**src/rtl/stream_mux_pkg.sv**
```systemverilog
// Shared types and constants for the N-channel stream multiplexer.
//   state_t  : packet-lock state (idle / locked to one channel)
//   MODE_SEL : channel chosen by the external sel port
//   MODE_RR  : channel chosen by the internal round-robin arbiter
package stream_mux_pkg;

  typedef enum logic {ST_IDLE, ST_LOCKED} state_t;

  localparam int unsigned MODE_SEL = 0;
  localparam int unsigned MODE_RR  = 1;

endpackage

```
**src/rtl/rr_arbiter.sv**
```systemverilog
// Combinational round-robin arbiter.
//   req    : per-channel request
//   ptr    : last served channel; the search starts at (ptr+1) mod NUM_CH and wraps
//   gnt    : index of the first requesting channel found
//   gnt_ok : at least one request present
module rr_arbiter #(
  parameter int unsigned NUM_CH = 4,
  parameter int unsigned SEL_W  = $clog2(NUM_CH)
) (
  input  logic [NUM_CH-1:0] req,
  input  logic [SEL_W-1:0]  ptr,
  output logic [SEL_W-1:0]  gnt,
  output logic              gnt_ok
);

  int unsigned     idx;
  logic [SEL_W-1:0] idx_s;

  always_comb begin
    gnt    = '0;
    gnt_ok = 1'b0;
    idx    = 0;
    idx_s  = '0;
    for (int unsigned i = 1; i <= NUM_CH; i++) begin
      idx   = (32'(ptr) + i) % NUM_CH;
      idx_s = SEL_W'(idx);
      if (!gnt_ok && req[idx_s]) begin
        gnt    = idx_s;
        gnt_ok = 1'b1;
      end
    end
  end

endmodule

```
**src/rtl/stream_mux_n.sv**
```systemverilog
// N-channel valid/ready stream multiplexer with one registered output stage.
// The grant is locked from the first beat of a packet until its last beat, so
// packets never interleave.
//   clk, rst_n     : clock, synchronous active-low reset
//   sel            : channel select (MODE_SEL only)
//   in_valid/in_data/in_last/in_ready : per-channel input streams
//   out_valid/out_data/out_last/out_ch/out_ready : registered output stream
module stream_mux_n
  import stream_mux_pkg::*;
#(
  parameter int unsigned NUM_CH = 4,
  parameter int unsigned DATA_W = 8,
  parameter int unsigned MODE   = 0,
  localparam int unsigned SEL_W = $clog2(NUM_CH)
) (
  input  logic                     clk,
  input  logic                     rst_n,
  input  logic [SEL_W-1:0]         sel,
  input  logic [NUM_CH-1:0]        in_valid,
  input  logic [NUM_CH*DATA_W-1:0] in_data,
  input  logic [NUM_CH-1:0]        in_last,
  output logic [NUM_CH-1:0]        in_ready,
  output logic                     out_valid,
  output logic [DATA_W-1:0]        out_data,
  output logic                     out_last,
  output logic [SEL_W-1:0]         out_ch,
  input  logic                     out_ready
);

  state_t           state_q, state_d;
  logic [SEL_W-1:0] lock_ch_q, lock_ch_d;
  logic [SEL_W-1:0] rr_ptr_q, rr_ptr_d;

  logic [SEL_W-1:0]  rr_gnt;
  logic              rr_ok;
  logic [SEL_W-1:0]  grant;
  logic              grant_ok;
  logic              g_valid;
  logic [DATA_W-1:0] g_data;
  logic              g_last;
  logic              load_en;
  logic              accept;

  if (MODE == MODE_RR) begin : g_rr
    rr_arbiter #(
      .NUM_CH (NUM_CH),
      .SEL_W  (SEL_W)
    ) u_arb (
      .req    (in_valid),
      .ptr    (rr_ptr_q),
      .gnt    (rr_gnt),
      .gnt_ok (rr_ok)
    );
  end else begin : g_sel
    // Arbiter absent in select mode; the pointer is kept referenced but never granted.
    assign rr_gnt = rr_ptr_q;
    assign rr_ok  = 1'b0;
  end

  assign load_en = !out_valid || out_ready;

  always_comb begin
    grant    = '0;
    grant_ok = 1'b0;
    if (state_q == ST_LOCKED) begin
      grant    = lock_ch_q;
      grant_ok = 1'b1;
    end else if (MODE == MODE_SEL) begin
      grant    = sel;
      grant_ok = (32'(sel) < NUM_CH);
    end else begin
      grant    = rr_gnt;
      grant_ok = rr_ok;
    end
  end

  // Gather the granted channel's beat; loop form avoids indexing past NUM_CH
  // when sel is out of range.
  always_comb begin
    g_valid = 1'b0;
    g_data  = '0;
    g_last  = 1'b0;
    for (int unsigned c = 0; c < NUM_CH; c++) begin
      if (grant_ok && (SEL_W'(c) == grant)) begin
        g_valid = in_valid[c];
        g_data  = in_data[c*DATA_W +: DATA_W];
        g_last  = in_last[c];
      end
    end
  end

  assign in_ready = (grant_ok && load_en && rst_n) ? (NUM_CH'(1) << grant) : '0;
  assign accept   = g_valid && grant_ok && load_en && rst_n;

  always_comb begin
    state_d   = state_q;
    lock_ch_d = lock_ch_q;
    rr_ptr_d  = rr_ptr_q;
    if (accept) begin
      if (g_last) begin
        state_d = ST_IDLE;
        if (MODE == MODE_RR) begin
          rr_ptr_d = grant;
        end
      end else if (state_q == ST_IDLE) begin
        state_d   = ST_LOCKED;
        lock_ch_d = grant;
      end
    end
  end

  always_ff @(posedge clk) begin
    if (!rst_n) begin
      state_q   <= ST_IDLE;
      lock_ch_q <= '0;
      rr_ptr_q  <= SEL_W'(NUM_CH - 1);
      out_valid <= 1'b0;
      out_data  <= '0;
      out_last  <= 1'b0;
      out_ch    <= '0;
    end else begin
      state_q   <= state_d;
      lock_ch_q <= lock_ch_d;
      rr_ptr_q  <= rr_ptr_d;
      if (load_en) begin
        out_valid <= accept;
      end
      if (accept) begin
        out_data <= g_data;
        out_last <= g_last;
        out_ch   <= grant;
      end
    end
  end

endmodule

```
**config.mk**
```make
export PLATFORM = sky130hd
export DESIGN_NAME = stream_mux_n
export DESIGN_NICKNAME = d
export VERILOG_FILES = /design/src/rtl/stream_mux_pkg.sv /design/src/rtl/rr_arbiter.sv /design/src/rtl/stream_mux_n.sv
export SDC_FILE = /design/constraint.sdc
export NUM_CORES = 1
export LEC_CHECK = 0
export ABC_AREA = 0
export CAP_MARGIN = 10
export CORE_MARGIN = 3
export CORE_UTILIZATION = 38
export CTS_CLUSTER_DIAMETER = 40
export DETAILED_ROUTE_END_ITERATION = 10
export PLACE_DENSITY = 0.88
export SYNTH_ARGS = -nofsm -noshare
export SYNTH_HDL_FRONTEND = slang
export SYNTH_SLANG_ARGS = --single-unit
```
**constraint.sdc**
```tcl
create_clock -name clk -period 2.05 [get_ports clk]
set_input_delay 0.41 -clock clk [delete_from_list [all_inputs] [get_ports clk]]
set_output_delay 0.41 -clock clk [all_outputs]
set_load 0.02 [all_outputs]
```
==> impl_metrics.yaml, run 1 <==
outcome:
  status: "finished, final reports clean"
floorplan:
  ios: 61
  die_w_um: 59.0
  dieArea_mm2: 0.00348
  initial_utilization_pct: 41.5
  fp.coreArea_mm2: 0.00257
  rows: 18
  die_h_um: 59.0
timing:
  fin_ws_ns: 0.0513
  finalCritPeriodShare_pct: 97.5
  period_minus_slack_ns: 2.00
  setup_viol: 0
  finalClockSkew_ns: 0.00492
  maxSlewHeadroom_pct: 77.0
  final_hold_viol_count: 0
  worst_pin_slew_ns: 0.345
  finalMaxSlewViolations: 0
  whs_ns: 0.526
  clock.fmax_mhz: 500
placement:
  dp_hpwl_um: 2580
  placed_cells: 204
  port_buffers: 60
  routabilityCongestion: 0.776
  dp_slack_ns: -0.581
clock_network:
  cts_hold_buf: 0
  cts_made_buffers: 3
  h-tree-depth: 1
  clock_latency_ns: 0.29
  cts.sinks: 15
  path_clk_slew_ns: 0.09
  cts_root_buf: "clkbuf_4"
  cts_tree: "done"
  cts.path.max_buffers: 2
global_routing:
  grtUsageTotal_pct: 21.0
  grt_pass1_wl_um: 5440
  antenna_found_initial: 0
  grt_pass1_vias: 1181
  grt_max_degree: 17
  grt-ovfl-total: 0
setup_path:
  rrSetupSlack_ns: 0.08
  r2r_cells: 6
  start_kind: "register"
  cp_max_fo: 7
  critical_path.slowest_cell: "dfxtp_2"
  crit_arrival_ns: 1.59
  cp.required_ns: 1.64
  crit_family: "flip-flops"
  path_cells: "buf_4 -> mux2i_4 -> and4_1 -> buf_2"
  path_buf_inv: 2
  endpoint_kind: "output pin"
  r2r_end: "out_last$_SDFFE_PN0P_"
  r2r_start: "state_q$_SDFFE_PN0P_"
  critical_path_class: "reg2out"
  cpPeakStageDelay_ns: 0.40
drt:
  num_vias: 1098
  met2_length_um: 1760
  ant_nets: 0
  first_iter_violations: 12
  drcViolationCount: 0
  met3_length_um: 260
  routed.top_layer: "met4"
  wl_met1_um: 1310
  dr.pass1.iters: 4
  wl_um: 3390
  wl_per_cell_um: 16.1
  detail_route.vias_per_cell: 5.20
final_layout:
  drive_gt1_share_pct: 24.3
  diodes: 0
  syn_to_final_growth_pct: 78.8
  nets: 227
  nFillCells: 180
  utilization_pct: 74.2
  final_cells: 211
flow_run:
  maxCapViolCount: 0
power:
  cellPowerDensity_mw_per_mm2: 558
  leakagePower_nw: 0.870
  vdd_drop_max_mv: 0.440
logic_synthesis:
  synthFlopType: "dfxtp_1"
  synth_edf_count: 0
  async_flop_share_pct: 0
  syn_inst: 104
  yosysWarningCount: 0
  syn_area_mm2: 0.00107
  netlist-cell-type-count: 26
  ys_seq_elements: 15
  syn_area_per_cell_um2: 10.3
  ys_seq_area_share_pct: 28.2
  syn_nets: 149
min_path:
  hp-class: "reg2reg"
  worstHoldStart: "out_ch[0]$_SDFFE_PN0P_"
  min_to: "out_ch[0]$_SDFFE_PN0P_"
  min_path_cells: 1
-- cell usage after synthesis, types with 2 or more instances --
| cell | n | share of area [%] |
|---|---|---|
| a21oi_1 | 2 | 0.94 |
| and2b_2 | 2 | 1.6 |
| buf_2 | 3 | 1.4 |
| buf_6 | 2 | 2.1 |
| dfxtp_1 | 15 | 28 |
| inv_1 | 4 | 1.4 |
| mux2i_1 | 38 | 36 |
| mux4_2 | 2 | 4.2 |
| nand2_1 | 6 | 2.1 |
| nor2_1 | 3 | 1.1 |
| nor2b_1 | 10 | 5.9 |
| nor3b_1 | 2 | 1.4 |
| o211a_1 | 2 | 1.9 |
-- kinds of logic (layout without fill, tap and decap cells) --
| logic type | count (synthesis) | count (layout) | share of synthesized area (%) |
|---|---|---|---|
| multiplexers | 40 | 40 | 39.9 |
| AND/OR/NAND/NOR | 28 | 28 | 15.8 |
| AO/OA/AOI/OAI | 10 | 10 | 9.39 |
| flip-flops | 15 | 15 | 28.2 |
| buffers and inverters | 11 | 88 | 6.69 |
-- where the power goes --
part           switching, mW  leakage (nW)  total [mW]  internal [mW]
registers             0.0258         0.123       0.351          0.326
logic                  0.229         0.729       0.540          0.311
clock network         0.0987        0.0177       0.171         0.0725
total                  0.354         0.870        1.06          0.709
-- cells in the final DEF (no fill, tap or decap) --
| cell | Yosys | final |
|---|---|---|
| buf_2 | 3 | 2 |
| a32o_2 | 1 | 1 |
| nand2_2 | 0 | 1 |
| a21oi_1 | 2 | 1 |
| nor3b_2 | 0 | 1 |
| o32ai_2 | 0 | 1 |
| or2b_2 | 1 | 1 |
| mux2i_4 | 0 | 1 |
| dfxtp_1 | 15 | 14 |
| nand2_4 | 1 | 1 |
| a32oi_2 | 0 | 1 |
| and2_1 | 1 | 1 |
| clkbuf_16 | 0 | 1 |
| clkinv_2 | 0 | 1 |
| buf_6 | 2 | 1 |
| and4_1 | 1 | 1 |
| mux2i_1 | 38 | 37 |
| o211a_1 | 2 | 2 |
| nor2_1 | 3 | 3 |
| clkdlybuf4s50_1 | 0 | 54 |
| o221ai_1 | 1 | 1 |
| nor2b_1 | 10 | 10 |
| nand2_1 | 6 | 5 |
| o32ai_4 | 1 | 1 |
| o21ai_0 | 1 | 1 |
| dfxtp_2 | 0 | 1 |
| clkbuf_4 | 0 | 3 |
| a21oi_4 | 0 | 1 |
| buf_12 | 0 | 1 |
| nand3_1 | 1 | 1 |
| buf_4 | 0 | 18 |
| clkbuf_2 | 1 | 1 |
| mux4_2 | 2 | 2 |
| dlymetal6s2s_1 | 0 | 2 |
| and2b_2 | 2 | 2 |
| inv_1 | 4 | 4 |
| nor3b_4 | 0 | 1 |
-- flip-flops by register name, summed over array words and instances, names as in the netlist --
register	count
out_data	8
lock_ch_q	2
out_ch	2
out_last	1
out_valid	1
state_q	1
-- worst reg2reg max path: cells and delay by family, from the launching register on --
| family | cells | cell delay, ns |
|---|---|---|
| multiplexers | 3 | 1.00 |
| flip-flops | 1 | 0.40 |
| buffers and inverters | 2 | 0.39 |
| AND/OR/NAND/NOR | 1 | 0.07 |
-- how the worst max path moves through the flow --
stage,start,endpoint,slack [ns],cells past startpoint
after global placement,sel[1],in_ready[0],-0.42,5
after CTS,sel[1],in_ready[2],-0.0007,6
final,state_q$_SDFFE_PN0P_,in_ready[0],0.05,4
after detailed placement,sel[1],in_ready[1],-0.58,5
after floorplan,state_q$_SDFFE_PN0P_,in_ready[2],0.09,4
after global routing,state_q$_SDFFE_PN0P_,in_ready[0],-0.006,4
-- per-stage QoR --
stage / TNS (ns) / cell area (µm²) / total power, mW
finish: 0 / 1910 / 1.06
global route: -0.00966 / 1910 / 1.12
global placement: -3.69 / 1810 / 0.842
detailed placement: -4.66 / 1810 / 0.858
floorplan: 0 / 1070 / 0.623
CTS: -0.000724 / 1840 / 1.03
-- per-layer routing --
layer / global-route usage [%] / vias to the layer above
li1: - / 532
met1: 22.3 / 510
met2: 37.4 / 49
met3: 6.80 / 7
met4: 9.06 / 0
met5: 0 / -
-- area by class of cell --
type	count	area [µm²]	area share (%)
clock buffers	3	22.5	1.18
clock inverters	1	5.00	0.263
inverters	4	15.0	0.788
multi-input cells	78	752	39.5
flip-flops and latches	15	302	15.8
well taps	30	37.5	1.97
repair buffers	80	772	40.5
-- repair_timing --
action | 4_1_cts | 5_1_grt
setup buffers | 0 | 2
endpoints found under the hold margin | 0 | 0
gates resized for setup | 20 | 8
gates cloned | 0 | 1
setup endpoints to repair | 4 | 14
pin swaps | 0 | 1
Power figures use the tool's default switching activity.
==> run 2: changes to the inputs <==
ABC_CLOCK_PERIOD_IN_PS = 2050   (was unset)
CORE_MARGIN = 2   (was 3)
GPL_ROUTABILITY_DRIVEN = 0   (was unset)
==> run 2 against run 1 <==
- clock-buffer cell count increased by 1
- critical path depth unchanged
- total power about the same
- global-route usage decreased by 1.3 points
- register-to-register slack improved by 0.09 ns
- die area decreased by 6.7%
- hold slack got worse by 0.0047 ns
==> impl_metrics.yaml, run 2 (synthesis results as in run 1) <==
power:
  leakagePower_nw: 0.878
  fin_total_pwr_mw: 1.06
  vdd_drop_max_mv: 0.653
  cellPowerDensity_mw_per_mm2: 554
clock_network:
  cts_made_buffers: 3
  cts_hold_buf: 0
  path_clk_slew_ns: 0.09
  cts_tree: "done"
  cts_root_buf: "clkbuf_4"
  cts.sinks: 15
  cts.path.max_buffers: 2
  clock_latency_ns: 0.28
  h-tree-depth: 1
placement:
  placed_cells: 207
  dp_hpwl_um: 2470
  port_buffers: 60
  dpl_cell_area_mm2: 0.00181
setup_path:
  cpPeakStageDelay_ns: 0.44
  critical_path.slowest_cell: "dfxtp_2"
  cp_max_fo: 5
  cp.required_ns: 1.64
  path_buf_inv: 1
  crit_arrival_ns: 1.55
  critical_path_class: "reg2out"
  path_cells: "and2b_2 -> a21oi_4 -> and4_1 -> buf_2"
  endpoint_kind: "output pin"
  crit_family: "simple AND/OR/NAND/NOR gates"
  start_kind: "register"
min_path:
  hp-class: "reg2reg"
final_layout:
  final_cell_mix: "clkdlybuf4s50_1 (54), mux2i_1 (37), buf_4 (20)"
  multiInputGateArea_um2: 738
  nets: 230
  design_area_mm2: 0.00192
  final_cells: 215
  mostFrequentLayoutCell: "clkdlybuf4s50_1"
  reg_top3: "out_data (8), lock_ch_q (2), out_ch (2)"
  nFillCells: 206
  largest_register_ffs: 8
  largest_register: "out_data"
  diodes: 0
  regArea_um2: 302
  syn_to_final_growth_pct: 79.9
  drive_gt1_share_pct: 24.5
timing:
  setup_viol: 0
  final_hold_viol_count: 0
  worst_pin_slew_ns: 0.344
  finalMaxSlewViolations: 0
  clock.fmax_mhz: 511
  finalClockSkew_ns: 0.00220
  maxSlewHeadroom_pct: 77.1
  finalCritPeriodShare_pct: 95.4
  period_minus_slack_ns: 1.96
  rsz0062_at_grt: "false"
  whs_ns: 0.521
floorplan:
  fp.coreArea_mm2: 0.00271
  die_h_um: 57.0
  dieArea_mm2: 0.00325
  die_w_um: 57.0
  rows: 19
  ios: 61
  initial_utilization_pct: 39.3
outcome:
  status: "finished, final reports clean"
global_routing:
  antenna_found_initial: 0
  grtUsageTotal_pct: 19.6
  grt_pass1_vias: 1146
  grt-ovfl-total: 0
  grt_max_degree: 18
  grt_pass1_wl_um: 4950
drt:
  dr.pass1.iters: 4
  ant_nets: 0
  detail_route.vias_per_cell: 5.15
  drcViolationCount: 0
  wl_um: 3260
  num_vias: 1107
  wl_per_cell_um: 15.2
  first_iter_violations: 7
flow_run:
  maxCapViolCount: 0
-- run 2: final timing paths --
path,startpoint,end,slack [ns],depth (start not counted)
min,out_ch[1]$_SDFFE_PN0P_,out_ch[1]$_SDFFE_PN0P_,0.52,1
min reg2reg,out_ch[1]$_SDFFE_PN0P_,out_ch[1]$_SDFFE_PN0P_,0.52,1
max reg2reg,lock_ch_q[1]$_SDFFE_PN0P_,out_data[4]$_SDFFE_PN0P_,0.17,8
max,state_q$_SDFFE_PN0P_,in_ready[0],0.09,4
-- run 2: repair_timing --
action                                  4_1_cts  5_1_grt
endpoints found under the setup margin        4       12
cloned                                        0        1
pin swaps                                     0        1
resized for setup                            15       13
setup buffers                                 0        3
hold endpoints to repair                      0        0
-- run 2: layer usage --
metal  wire length (µm)  vias to the layer above  global-route usage, %  share of wire [%]
met2               1640                       54                   34.2                 50
met1               1300                      494                   22.1                 40
met4                 92                        0                   11.3                2.8
met5                  0                        -                      0                  0
met3                229                       12                   4.08                7.0
li1                   -                      547                      -                  -
-- run 2: layout make-up --
| type | instances | area share (%) |
|---|---|---|
| Clock buffer | 4 | 1.37 |
| Tap cell | 31 | 2.02 |
| Inverter | 4 | 0.783 |
| Multi-Input combinational cell | 78 | 38.5 |
| Sequential cell | 15 | 15.7 |
| Timing Repair Buffer | 83 | 41.6 |
-- run 2: metrics by stage --
stage / worst slack, ns / util, % / TNS, ns
2_1_floorplan: 0.0876 / - / 0
3_3_place_gp: -0.518 / 66.9 / -3.74
3_5_place_dp: -0.484 / 66.9 / -4.16
4_1_cts: -0.0512 / 68.0 / -0.111
5_1_grt: 0.0295 / 70.8 / 0
6_report: 0.0949 / 70.8 / 0
-- run 2: where the power goes --
part / switching [mW] / leakage, nW / internal (mW) / total, mW
combinational: 0.224 / 0.740 / 0.318 / 0.542
clock: 0.0908 / 0.0150 / 0.0755 / 0.166
sequential: 0.0288 / 0.123 / 0.326 / 0.354
total: 0.344 / 0.878 / 0.719 / 1.06
==> run 3: changes to the inputs <==
ABC_CLOCK_PERIOD_IN_PS = 1900   (was 2050)
clock period = 1.9 ns   (was 2.05 ns; I/O delays follow)
==> run 3 against run 2 <==
- non-clock buffer count up 2
- critical path depth did not move
- combinational power up 6.5%
- via count shrank 0.63%
- design area rose by 0.20%
- sequential power grew 6.2%
- total power is 7.3% higher
- largest cell class unchanged
- largest power group unchanged
- final cell count up 0.93%
- clock-buffer cell count fell by 1
- first-iteration DRC count increased by 57%
- clock skew up 0.0042 ns
==> impl_metrics.yaml, run 3 (synthesis results as in run 1) <==
setup_path:
  endpoint_kind: "output pin"
  critical_path_class: "in2out"
  cp.required_ns: 1.52
  start_kind: "input pin"
  crit_arrival_ns: 1.46
  crit_family: "buffers and inverters"
  critical_path.slowest_cell: "clkdlybuf4s50_1"
  path_cells: "clkdlybuf4s50_1 -> or2b_2 -> and4_1 -> buf_4"
  path_buf_inv: 2
  cp_max_fo: 3
  cpPeakStageDelay_ns: 0.39
power:
  vdd_drop_max_mv: 0.487
  p_seq_share_pct: 33.0
  switching_share_pct: 32.5
  pwr-share-clk_pct: 16.4
  power_frac_comb_pct: 50.6
  leakagePower_nw: 0.873
  switching_power_uw: 371
  p_int_uw: 770
  cellPowerDensity_mw_per_mm2: 593
clock_network:
  cts_hold_buf: 0
  clock_latency_ns: 0.29
  cts_tree: "done"
  cts.path.max_buffers: 2
  cts.sinks: 15
  path_clk_slew_ns: 0.09
  cts_made_buffers: 3
  cts_root_buf: "clkbuf_4"
  h-tree-depth: 1
drt:
  drcViolationCount: 0
  wl_um: 2930
  dr.pass1.iters: 4
  wl_per_cell_um: 13.5
  first_iter_violations: 11
  detail_route.vias_per_cell: 5.07
  num_vias: 1100
  ant_nets: 0
global_routing:
  grt-ovfl-total: 0
  grt_busiest_layer: "met2"
  grt_pass1_vias: 1154
  grt_max_degree: 17
  grtUsageTotal_pct: 19.0
  grt_util_met2_pct: 33.5
  met1_usage_pct: 22.5
  grt.met3_usage_pct: 4.76
  grt_pass1_wl_um: 4880
  antenna_found_initial: 0
final_layout:
  reg_top3: "out_data (8), lock_ch_q (2), out_ch (2)"
  final_cell_mix: "clkdlybuf4s50_1 (54), mux2i_1 (37), buf_4 (23)"
  drive_gt1_share_pct: 26.9
  largest_register: "out_data"
  design_area_mm2: 0.00192
  nets: 232
  largest_register_ffs: 8
  mostFrequentLayoutCell: "clkdlybuf4s50_1"
  diodes: 0
  syn_to_final_growth_pct: 80.3
timing:
  period_minus_slack_ns: 1.84
  final_hold_viol_count: 0
  maxSlewHeadroom_pct: 79.8
  rsz0062_at_grt: "true"
  whs_ns: 0.505
  setup_viol: 0
  clock.fmax_mhz: 542
  finalCritPeriodShare_pct: 97.1
  finalClockSkew_ns: 0.00637
  worst_pin_slew_ns: 0.303
  finalMaxSlewViolations: 0
floorplan:
  ios: 61
  die_w_um: 57.0
  dieArea_mm2: 0.00325
  fp.coreArea_mm2: 0.00271
  rows: 19
  initial_utilization_pct: 39.3
  die_h_um: 57.0
outcome:
  status: "finished, final reports clean"
flow_run:
  maxCapViolCount: 0
min_path:
  hp-class: "reg2reg"
placement:
  port_buffers: 60
  dpl_cell_area_mm2: 0.00184
  dp_hpwl_um: 2380
## run 3: changes by cell type in the layout (fill, tap and decap cells not counted), sizes merged
| cell | before | now |
|---|---|---|
| dlygate4sd2 | 0 | 2 |
| clkbuf | 6 | 3 |
| clkinv | 0 | 1 |
| dlymetal6s2s | 2 | 0 |
| buf | 25 | 29 |
## run 3: per-layer routing
layer  part of all wire [%]  wire length (µm)
met5                      0                 0
met4                    2.3                67
met3                    7.1               209
met2                     50              1450
met1                     41              1200
## run 3: final cells by class
cell class / count / area, µm²
clock buffer: 3 / 22.5
multi-input combinational: 78 / 746
inverter: 4 / 15.0
sequential: 15 / 303
tap: 31 / 38.8
fill: 192 / 788
timing repair buffer: 85 / 792
clock inverter: 1 / 5.00
## run 3: final timing paths
path                                          endpoint                    from  depth (start not counted)  slack (ns)
worst max register to register   out_last$_SDFFE_PN0P_    state_q$_SDFFE_PN0P_                          6        0.09
worst min register to register  out_ch[1]$_SDFFE_PN0P_  out_ch[1]$_SDFFE_PN0P_                          1        0.51
worst min-delay path            out_ch[1]$_SDFFE_PN0P_  out_ch[1]$_SDFFE_PN0P_                          1        0.51
worst max-delay path                       in_ready[0]               out_ready                          4        0.06
## run 3: what timing repair did
item,4_1_cts,5_1_grt
endpoints found under the setup margin,13,7
buffers inserted,1,1
endpoints found under the hold margin,0,0
resized for setup,28,6
pin swaps,2,3
## run 3: worst reg2reg max path, stage by stage (launching register included)
cell and delay, ns:
dfxtp_2 0.35, buf_6 0.13, mux2i_4 0.30, buf_4 0.21, mux4_2 0.53, mux2i_1 0.15, nor2b_1 0.06
## run 3: power groups by stage
stage	Clock (mW)	Combinational (mW)	Sequential, mW
floorplan	0	0.262	0.412
global placement	0	0.541	0.377
detailed placement	0	0.557	0.379
CTS	0.189	0.572	0.374
global route	0.211	0.619	0.381
finish	0.187	0.577	0.376
## run 3: stage by stage
step                      util, %   TNS, ns  power (mW)  instances  worst slack (ns)
after CTS                    70.0         0        1.14        216           0.00337
after floorplan                 -  -0.00691       0.673        104          -0.00691
after global placement       68.1     -6.39       0.918        211            -0.656
after global routing         70.9  -0.00603        1.21        217          -0.00365
final                        70.9         0        1.14        217            0.0553
after detailed placement     68.1     -6.73       0.935        211            -0.695
